<file path="config.mk">
export PLATFORM = sky130hd
export DESIGN_NAME = arctan_seq
export DESIGN_NICKNAME = d
export VERILOG_FILES = /design/src/rtl/arctan_pkg.sv /design/src/rtl/arctan_stage.sv /design/src/rtl/arctan_seq.sv
export SDC_FILE = /design/constraint.sdc
export NUM_CORES = 1
export LEC_CHECK = 0
export CORE_ASPECT_RATIO = 1.4
export CORE_MARGIN = 5
export CORE_UTILIZATION = 62
export CTS_CLUSTER_SIZE = 10
export DETAILED_ROUTE_END_ITERATION = 10
export HOLD_SLACK_MARGIN = 0.08
export PLACE_DENSITY_LB_ADDON = 0.15
export SKIP_LAST_GASP = 1
export SYNTH_ARGS = -nofsm -noshare
export SYNTH_HDL_FRONTEND = slang
export SYNTH_SLANG_ARGS = --single-unit
export TNS_END_PERCENT = 10
</file>
<file path="constraint.sdc">
create_clock -name clk -period 22.5 [get_ports clk]
set_clock_uncertainty 0.15 [all_clocks]
set_input_delay 4.5 -clock clk [delete_from_list [all_inputs] [get_ports clk]]
set_output_delay 4.5 -clock clk [all_outputs]
set_load 0.01 [all_outputs]
</file>
<file path="src/rtl/arctan_pkg.sv">
// Shared widths, arctangent table and FSM encoding for the iterative arctan engine.
package arctan_pkg;

  localparam int unsigned IN_W     = 32;
  localparam int unsigned OUT_W    = 32;
  localparam int unsigned XY_W     = 35;
  localparam int unsigned Z_W      = 42;
  localparam int unsigned OUT_FRAC = 16;
  localparam int unsigned ATAN_W   = 40;
  localparam int unsigned ATAN_N   = 38;
  localparam int unsigned IDX_W    = 6;

  // +90 degrees in the Q10.32 angle accumulator format
  localparam logic signed [Z_W-1:0] DEG90 = Z_W'(64'd90 << 32);

  // round(atan(2^-i) * 2^32), degrees, Q8.32
  localparam logic [ATAN_W-1:0] ATAN [0:ATAN_N-1] = '{
    40'd193273528320, 40'd114096026022, 40'd60285206653,  40'd30601712202,
    40'd15360239180,  40'd7687607525,   40'd3844741810,   40'd1922488225,
    40'd961258780,    40'd480631223,    40'd240315841,    40'd120157949,
    40'd60078978,     40'd30039490,     40'd15019745,     40'd7509872,
    40'd3754936,      40'd1877468,      40'd938734,       40'd469367,
    40'd234684,       40'd117342,       40'd58671,        40'd29335,
    40'd14668,        40'd7334,         40'd3667,         40'd1833,
    40'd917,          40'd458,          40'd229,          40'd115,
    40'd57,           40'd29,           40'd14,           40'd7,
    40'd4,            40'd2
  };

  typedef enum logic [1:0] {
    IDLE = 2'd0,
    PRE  = 2'd1,
    ROT  = 2'd2
  } state_e;

endpackage

</file>
<file path="src/rtl/arctan_stage.sv">
// One CORDIC vectoring micro-rotation: drives y toward zero, accumulating angle in z.
module arctan_stage
  import arctan_pkg::*;
(
  input  logic signed [XY_W-1:0]   x_i,
  input  logic signed [XY_W-1:0]   y_i,
  input  logic signed [Z_W-1:0]    z_i,
  input  logic        [IDX_W-1:0]  i_i,
  input  logic        [ATAN_W-1:0] atan_i,
  output logic signed [XY_W-1:0]   x_o,
  output logic signed [XY_W-1:0]   y_o,
  output logic signed [Z_W-1:0]    z_o
);

  logic signed [XY_W-1:0] x_sh;
  logic signed [XY_W-1:0] y_sh;
  logic signed [Z_W-1:0]  atan_z;

  // Rotate by -/+ atan(2^-i) depending on the sign of y; shifts use pre-update values
  always_comb begin
    x_sh   = x_i >>> i_i;
    y_sh   = y_i >>> i_i;
    atan_z = Z_W'(atan_i);
    if (!y_i[XY_W-1]) begin
      x_o = x_i + y_sh;
      y_o = y_i - x_sh;
      z_o = z_i + atan_z;
    end else begin
      x_o = x_i - y_sh;
      y_o = y_i + x_sh;
      z_o = z_i - atan_z;
    end
  end

endmodule

</file>
<file path="src/rtl/arctan_seq.sv">
// Sequential atan2(y, x) in Q16.16 degrees using a single reused CORDIC stage.
module arctan_seq
  import arctan_pkg::*;
#(
  parameter int unsigned ITER = 32
)
(
  input  logic                    clk,
  input  logic                    rst,
  input  logic                    start,
  input  logic signed [IN_W-1:0]  inx,
  input  logic signed [IN_W-1:0]  iny,
  output logic                    busy,
  output logic                    done,
  output logic signed [OUT_W-1:0] out
);

  state_e                 state_q, state_d;
  logic [IDX_W-1:0]       i_q, i_d;
  logic signed [XY_W-1:0] x_q, x_d, y_q, y_d;
  logic signed [Z_W-1:0]  z_q, z_d;
  logic                   zero_q, zero_d;
  logic                   busy_q, busy_d;
  logic                   done_q, done_d;
  logic signed [OUT_W-1:0] out_q, out_d;

  logic signed [XY_W-1:0] x_nxt, y_nxt;
  logic signed [Z_W-1:0]  z_nxt;

  arctan_stage u_stage (
    .x_i    (x_q),
    .y_i    (y_q),
    .z_i    (z_q),
    .i_i    (i_q),
    .atan_i (ATAN[i_q]),
    .x_o    (x_nxt),
    .y_o    (y_nxt),
    .z_o    (z_nxt)
  );

  // State and datapath registers
  always_ff @(posedge clk or posedge rst) begin
    if (rst) begin
      state_q <= IDLE;
      i_q     <= '0;
      x_q     <= '0;
      y_q     <= '0;
      z_q     <= '0;
      zero_q  <= 1'b0;
      busy_q  <= 1'b0;
      done_q  <= 1'b0;
      out_q   <= '0;
    end else begin
      state_q <= state_d;
      i_q     <= i_d;
      x_q     <= x_d;
      y_q     <= y_d;
      z_q     <= z_d;
      zero_q  <= zero_d;
      busy_q  <= busy_d;
      done_q  <= done_d;
      out_q   <= out_d;
    end
  end

  // Next-state: capture, quadrant pre-rotation, then ITER micro-rotations
  always_comb begin
    state_d = state_q;
    i_d     = i_q;
    x_d     = x_q;
    y_d     = y_q;
    z_d     = z_q;
    zero_d  = zero_q;
    busy_d  = busy_q;
    done_d  = 1'b0;
    out_d   = out_q;
    case (state_q)
      IDLE: begin
        if (start) begin
          x_d     = XY_W'(inx);
          y_d     = XY_W'(iny);
          busy_d  = 1'b1;
          state_d = PRE;
        end
      end
      PRE: begin
        // Fold the left half-plane into the CORDIC convergence range
        zero_d = (x_q == '0) && (y_q == '0);
        if (x_q[XY_W-1] && !y_q[XY_W-1]) begin
          x_d = y_q;
          y_d = -x_q;
          z_d = DEG90;
        end else if (x_q[XY_W-1] && y_q[XY_W-1]) begin
          x_d = -y_q;
          y_d = x_q;
          z_d = -DEG90;
        end else begin
          z_d = '0;
        end
        i_d     = '0;
        state_d = ROT;
      end
      ROT: begin
        x_d = x_nxt;
        y_d = y_nxt;
        z_d = z_nxt;
        i_d = i_q + IDX_W'(1);
        if (i_q == IDX_W'(ITER - 1)) begin
          out_d   = zero_q ? '0 : OUT_W'(z_nxt >>> OUT_FRAC);
          done_d  = 1'b1;
          busy_d  = 1'b0;
          i_d     = '0;
          state_d = IDLE;
        end
      end
      default: begin
        state_d = IDLE;
        busy_d  = 1'b0;
      end
    endcase
  end

  assign busy = busy_q;
  assign done = done_q;
  assign out  = out_q;

endmodule

</file>
==> metrics.yaml <==
grt_antenna_before_repair: 4
dp.cells: 3200
drc: 0
synthTopCellsByArea: "dfrtp_1, mux4_2, ha_1, xnor2_1, nand2_1"
finalHoldViolCount: 0
gp_congestion: 1.10
synth_ff_type: "dfrtp_1"
start_util_pct: 62.7
worst_setup_path_start_kind: "flop"
clk_pin_slew_ns: 0.08
crit_path_end_kind: "flop"
nets: 2962
cts_buffer_depth: 2
numCtsBuffers: 17
arrival_ns: 8.49
area_growth_pct: 5.98
fmax_mhz: 121
groute.usage.overall_pct: 43.6
htreeDepth: 4
synth_fp_nets: 3048
clkSinkCount: 149
rsz0062_at_grt: "no"
die_x_um: 171
drive_gt1_share_pct: 8.30
die_h_um: 236
synth.avg_cell_area_um2: 7.92
cp_max_fo: 36
hold_buffers: 0
post-route-min-period_ns: 8.29
root_buffer: "clkbuf_16"
period_share_pct: 36.8
synth_top_area_cell: "dfrtp_1"
n_fill_cell: 3086
slew_violations: 0
tightestPinTransition_ns: 1.13
synthArstFlopShare_pct: 100
status: "finished, final reports clean"
grt_max_degree: 81
fp.coreArea_mm2: 0.0359
grt_pass1_wl_um: 136000
row_count: 82
setup_viol: 0
first_global_vias: 23056
finalSetupTns_ns: 0
cts_tree: "done"
cts_resized: 0
worstSetupPathType: "reg -> reg"
synth-edff-count: 0
yosysWarnings: 0
grt_overflow_total: 0
postCtsSetupBuffers: 0
drt-total-wl_um: 90800
max_slew_margin_pct: 25.0
synth.most_common_cell: "nand2_1"
netlist_area_mm2: 0.0225
stdcell_count: 3237
drtPass1Iterations: 7
initialDrtViolationCount: 3386
dpl.hpwl_um: 65400
maxCapViolCount: 0
io_buffers: 100
ant_nets: 0
hp-class: "reg -> reg"
synth_top_area_share_pct: 16.6
ys_seq_area_share_pct: 16.6
drt-vias-per-instance: 7.45
synth-seq-cells: 149
ys_top_cells_by_count: "nand2_1, nor2_1, a21oi_1, o21ai_0, clkbuf_1"
io_pins: 101
fin_hold_ws_ns: 0.326
synth_cell_types: 106
cp.required_ns: 22.70
insertion_delay_ns: 0.47
num_vias: 24128
wire_per_inst_um: 28.1
fin_util_pct: 66.5
syn_inst: 2843
design.die.area_mm2: 0.0403
==> kinds of logic after synthesis <==
group,count (synthesis),synth area share (%)
xor gates and xnor gates,231,9.04
and+or+nand+nor,900,19.1
buffers and inverters,310,6.29
muxes,195,13.8
DFF,149,16.6
AOI/OAI and AO/OA,920,27.5
adders and majority gates,138,7.77
==> registers in the layout, summed over array words and instances (netlist names) <==
| name | count |
|---|---|
| z_q | 42 |
| busy | 1 |
| done | 1 |
| zero_q | 1 |
| x_q | 35 |
| i_q | 6 |
| out | 26 |
| y_q | 35 |
| state_q | 2 |
==> per-layer routing <==
layer / global-route usage [%] / part of all wire, %
met1: 49.7 / 33
met2: 68.5 / 45
met3: 9.79 / 11
met4: 36.7 / 11
met5: 0 / 0.014
==> final cells by class <==
class | instances | area (um^2) | area share, %
multi-input cells | 2384 | 17400 | 73.0
flip-flops and latches | 149 | 3740 | 15.7
clock buffers | 18 | 439 | 1.84
diodes | 5 | 12.5 | 0.0524
clock inverters | 14 | 140 | 0.587
well taps | 462 | 578 | 2.42
repair buffers | 136 | 1270 | 5.33
inverters | 69 | 264 | 1.11
==> critical path, cell delays in order (launching register included) <==
cell and delay, ns:
dfrtp_4 0.71, inv_2 0.53, ha_1 0.51, inv_1 0.13, mux4_2 0.47, nand2_1 0.09
nand3_1 0.13, a21oi_1 0.35, ha_1 0.22, and4_1 0.22, nand4b_1 0.18, or4_1 0.58
or3b_1 0.52, and4bb_1 0.30, nor2_1 0.10, xnor2_1 0.18, ha_1 0.35, a21oi_1 0.18
o21ai_0 0.16, a311oi_1 0.45, o21ai_0 0.24, a221o_1 0.42, a31o_2 0.24, a21oi_1 0.24
nor3_1 0.08, a2111o_1 0.38
==> per-stage QoR <==
step	cell area, um^2	setup slack (ns)
after floorplan	22500	13.84
after global placement	23300	14.55
after detailed placement	23300	14.33
after CTS	23900	14.31
after global routing	23900	13.72
final	23900	14.21
==> worst paths after layout <==
| path | slack (ns) | startpoint | end | depth (start not counted) |
|---|---|---|---|---|
| worst max-delay path | 14.21 | i_q[0]$_DFFE_PP0N_ | z_q[35]$_DFFE_PP0N_ | 25 |
| worst min-delay path | 0.33 | out[15]$_DFFE_PP0P_ | out[15]$_DFFE_PP0P_ | 2 |
| min in group asynchronous | 4.23 | rst | z_q[37]$_DFFE_PP0N_ | 2 |
| max in group asynchronous | 16.67 | rst | x_q[23]$_DFFE_PP0P_ | 3 |
| worst min register to register | 0.33 | out[15]$_DFFE_PP0P_ | out[15]$_DFFE_PP0P_ | 2 |
| worst max register to register | 14.21 | i_q[0]$_DFFE_PP0N_ | z_q[35]$_DFFE_PP0N_ | 25 |
==> cells in the final DEF, fill, tap and decap left out, drive strengths merged, types with 88 or more instances in the layout <==
cell type	n
nand2	269
ha	135
xnor2	138
nor2	261
mux4	88
dfrtp	149
a21oi	198
xor2	92
o21ai	190
clkdlybuf4s50	100
Power is left out: the tool's default activity adds up to more than one toggle a clock period on the data nets, which glitch-free logic cannot reach.
